File: src/rtl/xbar_nxm_rr.sv
// xbar_nxm_rr: N-master x M-slave crossbar for the req/ack/resp bus.
//
// Each master request is routed to the slave selected by the top SEL_W address
// bits. Every slave port owns a round-robin arbiter and stays locked to its
// granted master until the write ack, or the read response, completes.
// A master with an outstanding read is held off every arbiter until its
// response has been delivered.
//
// Ports:
//   clk, rst                        clock (rising edge), synchronous active-high reset
//   m_req/m_addr/m_cmd/m_wdata      per-master request (cmd 0=read, 1=write)
//   m_ack/m_rdata/m_resp            per-master accept, read data, read data valid
//   s_req/s_addr/s_cmd/s_wdata      per-slave forwarded request
//   s_ack/s_rdata/s_resp            per-slave accept, read data, read data valid

// One slave port: round-robin arbiter plus IDLE/ADDR/RESP lock FSM.
module xbar_rr_port #(
   parameter int N_MASTERS = 4,
   parameter int MW        = 2
) (
   input  logic                 clk,
   input  logic                 rst,
   input  logic [N_MASTERS-1:0] cand,     // eligible masters for this slave
   input  logic [N_MASTERS-1:0] cmd,      // all master cmds, indexed by grant
   input  logic                 ack,
   input  logic                 resp,
   output logic [MW-1:0]        gnt,
   output logic                 in_addr,
   output logic                 in_resp
);
   typedef enum logic [1:0] {IDLE = 2'd0, ADDR = 2'd1, RESP = 2'd2} state_t;

   state_t          state;
   logic [MW-1:0]   ptr;
   logic [MW-1:0]   win;
   logic            found;
   logic [MW:0]     idx;

   // First candidate at or after ptr, wrapping modulo N_MASTERS. One extra
   // bit on idx keeps ptr+k from overflowing before the wrap.
   always_comb begin
      found = 1'b0;
      win   = '0;
      idx   = '0;
      for (int k = 0; k < N_MASTERS; k++) begin
         idx = {1'b0, ptr} + (MW+1)'(k);
         if (idx >= (MW+1)'(N_MASTERS)) idx = idx - (MW+1)'(N_MASTERS);
         if (!found && cand[idx[MW-1:0]]) begin
            found = 1'b1;
            win   = idx[MW-1:0];
         end
      end
   end

   always_ff @(posedge clk) begin
      if (rst) begin
         state <= IDLE;
         ptr   <= '0;
         gnt   <= '0;
      end else begin
         case (state)
            IDLE: if (found) begin
               gnt   <= win;
               state <= ADDR;
            end
            ADDR: if (ack) begin
               ptr   <= (gnt == MW'(N_MASTERS-1)) ? '0 : gnt + 1'b1;
               state <= cmd[gnt] ? IDLE : RESP;
            end
            RESP: if (resp) state <= IDLE;
            default: state <= IDLE;
         endcase
      end
   end

   assign in_addr = (state == ADDR);
   assign in_resp = (state == RESP);
endmodule

module xbar_nxm_rr #(
   parameter int N_MASTERS = 4,
   parameter int N_SLAVES  = 4,
   parameter int ADDR_W    = 32,
   parameter int DATA_W    = 32,
   parameter int SEL_W     = $clog2(N_SLAVES)
) (
   input  logic                          clk,
   input  logic                          rst,
   input  logic [N_MASTERS-1:0]          m_req,
   input  logic [N_MASTERS*ADDR_W-1:0]   m_addr,
   input  logic [N_MASTERS-1:0]          m_cmd,
   input  logic [N_MASTERS*DATA_W-1:0]   m_wdata,
   output logic [N_MASTERS-1:0]          m_ack,
   output logic [N_MASTERS*DATA_W-1:0]   m_rdata,
   output logic [N_MASTERS-1:0]          m_resp,
   output logic [N_SLAVES-1:0]           s_req,
   output logic [N_SLAVES*ADDR_W-1:0]    s_addr,
   output logic [N_SLAVES-1:0]           s_cmd,
   output logic [N_SLAVES*DATA_W-1:0]    s_wdata,
   input  logic [N_SLAVES-1:0]           s_ack,
   input  logic [N_SLAVES*DATA_W-1:0]    s_rdata,
   input  logic [N_SLAVES-1:0]           s_resp
);
   localparam int MW = $clog2(N_MASTERS);

   logic [N_MASTERS-1:0]                 pending;
   logic [N_SLAVES-1:0][N_MASTERS-1:0]   cand;
   logic [N_SLAVES-1:0][MW-1:0]          gnt;
   logic [N_SLAVES-1:0]                  in_addr;
   logic [N_SLAVES-1:0]                  in_resp;

   // A master competes only for its decoded slave, and not while a read of
   // its own is still waiting for the response.
   always_comb begin
      cand = '0;
      for (int j = 0; j < N_SLAVES; j++)
         for (int i = 0; i < N_MASTERS; i++)
            cand[j][i] = m_req[i] & ~pending[i] &
                         (m_addr[i*ADDR_W + ADDR_W - SEL_W +: SEL_W] == SEL_W'(j));
   end

   for (genvar j = 0; j < N_SLAVES; j++) begin : g_port
      xbar_rr_port #(
         .N_MASTERS (N_MASTERS),
         .MW        (MW)
      ) u_port (
         .clk     (clk),
         .rst     (rst),
         .cand    (cand[j]),
         .cmd     (m_cmd),
         .ack     (s_ack[j]),
         .resp    (s_resp[j]),
         .gnt     (gnt[j]),
         .in_addr (in_addr[j]),
         .in_resp (in_resp[j])
      );
   end

   // Slave side: forward the granted master only while in ADDR, else zeros.
   always_comb begin
      s_req   = in_addr;
      s_addr  = '0;
      s_cmd   = '0;
      s_wdata = '0;
      for (int j = 0; j < N_SLAVES; j++) begin
         if (in_addr[j]) begin
            s_addr[j*ADDR_W +: ADDR_W]  = m_addr[int'(gnt[j])*ADDR_W +: ADDR_W];
            s_cmd[j]                    = m_cmd[gnt[j]];
            s_wdata[j*DATA_W +: DATA_W] = m_wdata[int'(gnt[j])*DATA_W +: DATA_W];
         end
      end
   end

   // Master side: ack passes through in ADDR, resp/rdata in RESP. A master
   // holds at most one grant, so the OR never merges two slaves.
   always_comb begin
      m_ack   = '0;
      m_resp  = '0;
      m_rdata = '0;
      for (int j = 0; j < N_SLAVES; j++) begin
         if (in_addr[j]) m_ack[gnt[j]] = m_ack[gnt[j]] | s_ack[j];
         if (in_resp[j]) begin
            m_resp[gnt[j]] = m_resp[gnt[j]] | s_resp[j];
            m_rdata[int'(gnt[j])*DATA_W +: DATA_W] =
               m_rdata[int'(gnt[j])*DATA_W +: DATA_W] | s_rdata[j*DATA_W +: DATA_W];
         end
      end
   end

   always_ff @(posedge clk) begin
      if (rst) begin
         pending <= '0;
      end else begin
         for (int i = 0; i < N_MASTERS; i++) begin
            if (m_resp[i])                            pending[i] <= 1'b0;
            else if (m_req[i] & m_ack[i] & ~m_cmd[i]) pending[i] <= 1'b1;
         end
      end
   end
endmodule

File: config.mk
export PLATFORM = sky130hd
export DESIGN_NAME = xbar_nxm_rr
export DESIGN_NICKNAME = d
export VERILOG_FILES = /design/src/rtl/xbar_nxm_rr.sv
export SDC_FILE = /design/constraint.sdc
export NUM_CORES = 1
export LEC_CHECK = 0
export ABC_AREA = 0
export BUFFER_PORTS_ARGS = -buffer_cell sky130_fd_sc_hd__buf_2
export CAP_MARGIN = 20
export CORE_AREA = 5 5 305 307
export CTS_CLUSTER_DIAMETER = 200
export DETAILED_ROUTE_END_ITERATION = 16
export DIE_AREA = 0 0 310 312
export PLACE_DENSITY = 0.5
export SLEW_MARGIN = 20
export SYNTH_ARGS = -nofsm -noshare
export SYNTH_HDL_FRONTEND = slang
export SYNTH_SLANG_ARGS = --single-unit
File: constraint.sdc
create_clock -name clk -period 7.1 [get_ports clk]
set_clock_uncertainty 0.05 [all_clocks]
set_input_delay 1.42 -clock clk [delete_from_list [all_inputs] [get_ports clk]]
set_output_delay 1.42 -clock clk [all_outputs]
set_load 0.03 [all_outputs]
=== Word-level counts from Yosys, hierarchy flattened ===
Cells that the tools add are included.
Widths: inputs -> output; s select.

* Add/sub/neg operators: 36
* Magnitude comparators: 40
* Equal/unequal tests: 36
* Shift-type cells: 20
* Muxes and demuxes: 167
* Bitwise logic cells: 51
* Reductions and logical operators: 52

{| class="wikitable"
|+ Operators with widths
! kind !! number
|-
| $shiftx 128x8->32 || 11
|-
| $mux 128 || 4
|-
| $shift 32x33->128 const A || 4
|-
| $shiftx 32x33->128 || 4
|-
| $bwmux 128 || 3
|-
| $mux 32 || 8
|-
| $neg 7->33 || 4
|-
| $and 128x128->128 || 1
|-
| $or 32x32->32 || 4
|-
| $shiftx 128x8->32 const A || 1
|-
| $mux 2 || 52
|-
| $lt 2x3->1 const B || 20
|-
| $bmux 1 s2 || 27
|-
| $mux 1 || 51
|-
| $ge 3x3->1 const B || 12
|-
| $eq 2x2->1 const B || 16
|-
| $mux 4 || 8
|-
| $sub 2x1->2 const B || 16
|-
| $and 1x1->1 || 28
|-
| $add 2x2->3 const B || 8
|-
| $bwmux 4 || 6
|-
| $pmux 2 s3 || 4
|-
| $eq 2x1->1 const B || 8
|-
| $logic_and 1x1->1 || 16
|-
| other kinds (15) || 86
|}

* Flip-flop bits (word level): 28
* Input port bits: 402
* Output and inout port bits: 400
* Logic and storage cells: 418

=== Logic depth before layout (Yosys ltp) ===
* Word-level depth: 23
* Mapped depth: 19
* Depth with buffers taken out: 11

=== Cells and area by module ===
From an unflattened synthesis, not the netlist that was laid out.

* Cells, all modules: 2512
* Area total of the unflattened synthesis: 20448.4 um^2

{| class="wikitable"
|+ By module, submodules not included
! module !! times used !! cells each !! area each (um^2) !! seq. area each (um^2)
|-
| xbar_nxm_rr || 1 || 2329 || 18878.1 || 80.1
|-
| xbar_rr_port (g_port[0].u_port ...) || 3 || 46 || 389.1 || 120.1
|-
| xbar_rr_port (g_port[3].u_port) || 1 || 45 || 402.9 || 120.1
|}

=== Least setup slack after synthesis ===
OpenSTA, ideal clock, no wires.

* Path kind: register to output
* From: reg g_port[0].u_port.gnt[0]
* To: out m_rdata[46]
* Arrival: 4.966 ns
* Data required time: 5.630 ns
* Slack: 0.664 ns
* Stages on the path, launching flop included: 18
* Cell sequence: dfxtp_1 buf_6 clkbuf_1 buf_1 inv_1 ha_1 buf_4 nor3b_2 and3_1 o21ai_1 o21ai_1 buf_4 buf_2 a22oi_1 o211ai_1 o32ai_1 nor3b_1 o32ai_1

* Longest elaborated chain between the ends: 20
* Elaborated cells on any way between the ends: 22
* Those cells by class: add/sub: 1; shift: 9; mux: 7; bitwise: 5

{| class="wikitable"
|+ RTL lines
! element !! line !! RTL
|-
| start, declared || 27 || <nowiki>output logic [MW-1:0] gnt,</nowiki>
|-
| start signal, assigned || 63 || <nowiki>gnt <= win;</nowiki>
|-
| $shiftx 128x8->32 || 165 || <nowiki>m_rdata[int'(gnt[j])*DATA_W +: DATA_W] | s_rdata[j*DATA_W +: DATA_W];</nowiki>
|-
| $or 32x32->32 || 165 ||
|-
| $shiftx 32x33->128 || 164 || <nowiki>m_rdata[int'(gnt[j])*DATA_W +: DATA_W] =</nowiki>
|-
| $and 128x128->128 (no source line) * || - ||
|-
| $mux 128 * || 162 || <nowiki>if (in_resp[j]) begin</nowiki>
|-
| $shiftx 128x8->32 || 165 ||
|-
| $or 32x32->32 || 165 ||
|-
| $shiftx 32x33->128 || 164 ||
|-
| [... 4 more ...] || - ||
|-
| $shiftx 32x33->128 || 164 ||
|-
| $bwmux 128 || 164 ||
|-
| $mux 128 * || 162 ||
|-
| $shiftx 128x8->32 || 165 ||
|-
| $or 32x32->32 || 165 ||
|-
| $shiftx 32x33->128 || 164 ||
|-
| $bwmux 128 || 164 ||
|-
| $mux 128 * || 162 ||
|-
| end, declared || 94 || <nowiki>output logic [N_MASTERS*DATA_W-1:0] m_rdata,</nowiki>
|}

Every way passes the cells marked *; elsewhere a longest branch is shown, timed or not.

=== Worst setup path after layout ===
* From: reg g_port[1].u_port.gnt[0]
* To: out m_rdata[76]

* Longest elaborated chain between the ends: 15
* Elaborated cells on any way between the ends: 17
* Those cells by class: add/sub: 1; shift: 7; mux: 6; bitwise: 3

{| class="wikitable"
|+ RTL lines
! element !! line
|-
| start, declared || 27
|-
| start signal, assigned || 63
|-
| $shiftx 128x8->32 || 165
|-
| $or 32x32->32 || 165
|-
| $shiftx 32x33->128 || 164
|-
| $bwmux 128 * || 164
|-
| $mux 128 * || 162
|-
| $shiftx 128x8->32 || 165
|-
| $or 32x32->32 || 165
|-
| $shiftx 32x33->128 || 164
|-
| $bwmux 128 || 164
|-
| $mux 128 * || 162
|-
| $shiftx 128x8->32 || 165
|-
| $or 32x32->32 || 165
|-
| $shiftx 32x33->128 || 164
|-
| $bwmux 128 || 164
|-
| $mux 128 * || 162
|}

Marked as above.

==> impl_summary.log <==
[metrics] total count of hold-check failures in the final report: 0
[metrics] clock slew at the register clock pins of the worst setup and hold paths: 0.08 ns
[metrics] Mapped Area: 0.0187 mm^2
[metrics] final estimated routing congestion in global placement: 0.965
[metrics] # DRC: 0
[metrics] required time of the worst setup path: 5.63 ns
[metrics] actual transition at the worst max-transition pin: 1.10 ns
[metrics] number of buffers and inverters on the critical path: 3
[metrics] wire length per cell after detailed routing: 30.9 um
[metrics] slowest CP cell: sky130_fd_sc_hd__o21ai_2
[metrics] Filler Cell Count: 9,966
[metrics] area growth from synthesis to layout: 28.2%
[metrics] mean post-synth cell area: 8.12 um^2
[metrics] status: finished clean
[metrics] half-perimeter wire length after detailed placement: 98,500 um
[metrics] total power divided by cell area: 84.4 mW/mm^2
[metrics] crit start category: flip-flop
[metrics] vias per std cell: 6.17
[metrics] CTS tree: yes
[metrics] R2R Setup Slk: 2.89 ns
[metrics] Remaining Overflow, GRT: 0
[metrics] die width: 310 um
[metrics] overall via count from detail_route: 25,537
[metrics] number of synthesized flops with an enable pin: 0
[metrics] Highest Clock Rate: 160 MHz
[metrics] wire length of the first global-routing pass: 179,000 um
[metrics] static leakage: 0.00943 uW
[metrics] number of warnings printed during yosys synthesis: 0
[metrics] post-route cell area: 0.0240 mm^2
[metrics] pin count of the biggest net entering global routing: 80
[metrics] I/O Pins: 802
[metrics] antenna violations before repair: 52
[metrics] path class of the lowest-slack min-delay path: reg -> reg
[metrics] depth of the worst register-to-register path: 11
[metrics] root buffer cell: sky130_fd_sc_hd__clkbuf_16
[metrics] latest clock arrival within the worst-skew pair: 0.28 ns
[metrics] Worst Hold Endpoint: g_port[3].u_port.state[0]
[metrics] Core Rows: 110
[metrics] register bit count reported by yosys: 28
[metrics] number of maximum-capacitance violations: 0
[metrics] asr flop ratio synth: 0%
[metrics] count of hold-fix buffers inserted at cts: 0
[metrics] reg-to-reg critical path startpoint: g_port[2].u_port.gnt[1]
[metrics] Final Max Tran Viols: 0
[metrics] largest driver fanout on the critical path: 17
[metrics] sequential share of the synthesized area: 2.99%
[metrics] Post-CTS Setup Repair Bufs: 0
[metrics] Core Box Area: 0.0897 mm^2
[metrics] Setup Viol. Count Final: 0
[metrics] CP arrival: 4.79 ns
[metrics] CTS Buffer Depth: 2
[metrics] kind of critical path: reg -> out
[metrics] unrepaired setup endpoints after global routing: false
[metrics] most instantiated flip-flop cell in the synthesis netlist: sky130_fd_sc_hd__dfxtp_1
[metrics] crit-path cells: inv_1 > ha_1 > nor4bb_2 > buf_4 > nand2_1 > o21ai_2 > a221oi_1 > nor4_1 > o32ai_1 > nor3b_1 > o31ai_1 > buf_2
[metrics] CTS resizes: 0
[metrics] Placed Area: 0.0238 mm^2
[metrics] slowest cell delay on critical path: 0.90 ns
[metrics] H-tree level count: 1
[metrics] relative max-transition margin: 26.7%
[metrics] maximum VDD drop: 87.8 uV
[metrics] Buffers on Ports: 801
[metrics] Hold Path Origin: g_port[3].u_port.state[1]
[metrics] die outline height: 312 um
[metrics] Tmin final: 6.26 ns
[metrics] setup TNS: 0 ns
[metrics] final-stage net count: 3,356
[metrics] Die Area: 0.0967 mm^2
[metrics] DRT Wirelength: 128,000 um
[metrics] Initial Utilization: 20.9%
[metrics] number of buffers created by CTS: 3
[metrics] number of instances in the synthesized netlist: 2,308
[metrics] Detail Route Antenna Nets: 0
[metrics] First-pass DRT Iterations: 9
[metrics] Cell variety after synth: 86
[metrics] most used cells in the layout excluding fill and tap cells: sky130_fd_sc_hd__buf_2, sky130_fd_sc_hd__and2_1, sky130_fd_sc_hd__mux4_2, sky130_fd_sc_hd__a21oi_1, sky130_fd_sc_hd__nand2_1
[metrics] synthesized net count: 2,734
[metrics] most common cell after layout, fill and taps aside: sky130_fd_sc_hd__buf_2
[metrics] R2R Path End: pending[2]
[metrics] vias in the first global route: 24,560
[metrics] Period Utilization, post-route: 88.2%
[metrics] violation count after the first detailed-routing iteration: 3,393
[metrics] fraction of layout instances using a drive strength above 1: 41.7%
[metrics] Cells on Worst Hold Path: 1
[metrics] gate family responsible for the most delay along the worst path: compound AO/OA/AOI/OAI gates
[metrics] total routing resource utilization after global routing: 24.5%
[metrics] Sink Count: 28
[metrics] crit path capture type: output port
## registers in the layout, summed over array words and instances, names as in the netlist
signal and count:
pending 4, g_port.u_port.state 8, g_port.u_port.gnt 8, g_port.u_port.ptr 8
## cell type report
type                       instances  area (um^2)  share of cell area (%)
multi-input combinational       1969        17000                    70.7
timing repair buffer             880         4610                    19.2
tap                             1176         1470                    6.12
sequential                        28          591                    2.46
inverter                          48          180                   0.750
antenna                           31         77.6                   0.323
clock buffer                       3         75.1                   0.312
clock inverter                     1         30.0                   0.125
## cells by family (layout without fill, tap and decap cells)
group                      Yosys count  after routing  share of synthesized area [%]
AOI/OAI and AO/OA                  887            887                           33.9
and+or+nand+nor                    787            787                           22.8
buffers and inverters              311            932                           6.70
muxes                              271            271                           32.0
DFF                                 28             28                           2.99
adders and majority gates           24             24                           1.60
other                                0             31                              0
## synth_stat cells (14+ instances only)
library cell | count | area (um^2)
sky130_fd_sc_hd__and2_1 | 286 | 1790
sky130_fd_sc_hd__mux4_2 | 262 | 5900
sky130_fd_sc_hd__clkbuf_1 | 198 | 743
sky130_fd_sc_hd__a21oi_1 | 168 | 841
sky130_fd_sc_hd__nand2_1 | 158 | 593
sky130_fd_sc_hd__nor2_1 | 126 | 473
sky130_fd_sc_hd__o21ai_0 | 114 | 571
sky130_fd_sc_hd__o22ai_1 | 71 | 444
sky130_fd_sc_hd__a22oi_1 | 64 | 480
sky130_fd_sc_hd__a31oi_1 | 54 | 338
sky130_fd_sc_hd__nand3_1 | 53 | 265
sky130_fd_sc_hd__inv_1 | 44 | 165
sky130_fd_sc_hd__a222oi_1 | 40 | 400
sky130_fd_sc_hd__a22o_1 | 34 | 298
sky130_fd_sc_hd__o211ai_1 | 34 | 255
sky130_fd_sc_hd__buf_1 | 33 | 124
sky130_fd_sc_hd__a221oi_1 | 31 | 272
sky130_fd_sc_hd__o32ai_1 | 30 | 263
sky130_fd_sc_hd__nor3b_1 | 29 | 218
sky130_fd_sc_hd__dfxtp_1 | 28 | 561
sky130_fd_sc_hd__a211oi_1 | 27 | 203
sky130_fd_sc_hd__o31ai_1 | 25 | 188
sky130_fd_sc_hd__ha_1 | 24 | 300
sky130_fd_sc_hd__a311oi_1 | 20 | 175
sky130_fd_sc_hd__buf_2 | 19 | 95.1
sky130_fd_sc_hd__nor2b_1 | 18 | 113
sky130_fd_sc_hd__nor4_1 | 18 | 113
sky130_fd_sc_hd__a21boi_0 | 17 | 128
sky130_fd_sc_hd__a211o_1 | 16 | 140
sky130_fd_sc_hd__o221ai_1 | 16 | 140
sky130_fd_sc_hd__a221o_1 | 15 | 150
sky130_fd_sc_hd__a32oi_1 | 15 | 131
sky130_fd_sc_hd__nor3_1 | 14 | 70.1
## per-stage QoR
step                hold WS [ns]  utilization (%)  total power, uW  std cells  setup WS (ns)
finish                     0.445             26.8             2030       4136          0.838
global route               0.460             26.7             2120       4123          0.544
CTS                        0.441             26.7             2020       4105          0.854
detailed placement         0.424             26.6             1830       4101           1.16
global placement           0.402             26.6             1830       4101           1.21
floorplan                  0.379                -             1190       2308          0.664
## report_power, final
| group | switching [uW] | leakage, uW | internal [uW] |
|---|---|---|---|
| Clock | 66.3 | 0.0000513 | 113 |
| Combinational | 1060 | 0.00915 | 596 |
| Sequential | 30.7 | 0.000234 | 164 |
## worst max-delay path by stage
stage	depth (start not counted)	slack, ns	end	from
final	12	0.84	m_rdata[76]	g_port[1].u_port.gnt[0]
after detailed placement	13	1.16	m_rdata[101]	g_port[1].u_port.gnt[0]
after global routing	12	0.54	m_rdata[76]	g_port[1].u_port.gnt[0]
after floorplan	17	0.66	m_rdata[46]	g_port[0].u_port.gnt[0]
after global placement	12	1.21	m_rdata[76]	g_port[1].u_port.gnt[0]
after CTS	13	0.85	m_rdata[101]	g_port[1].u_port.gnt[0]
## routing by layer
metal  wire length (um)  GRT usage [%]
met2              61300           41.4
met3              11900           5.21
met5                238              0
met1              44800           28.0
met4               9370           15.6
Note: power is estimated with default switching activity, not from simulation.
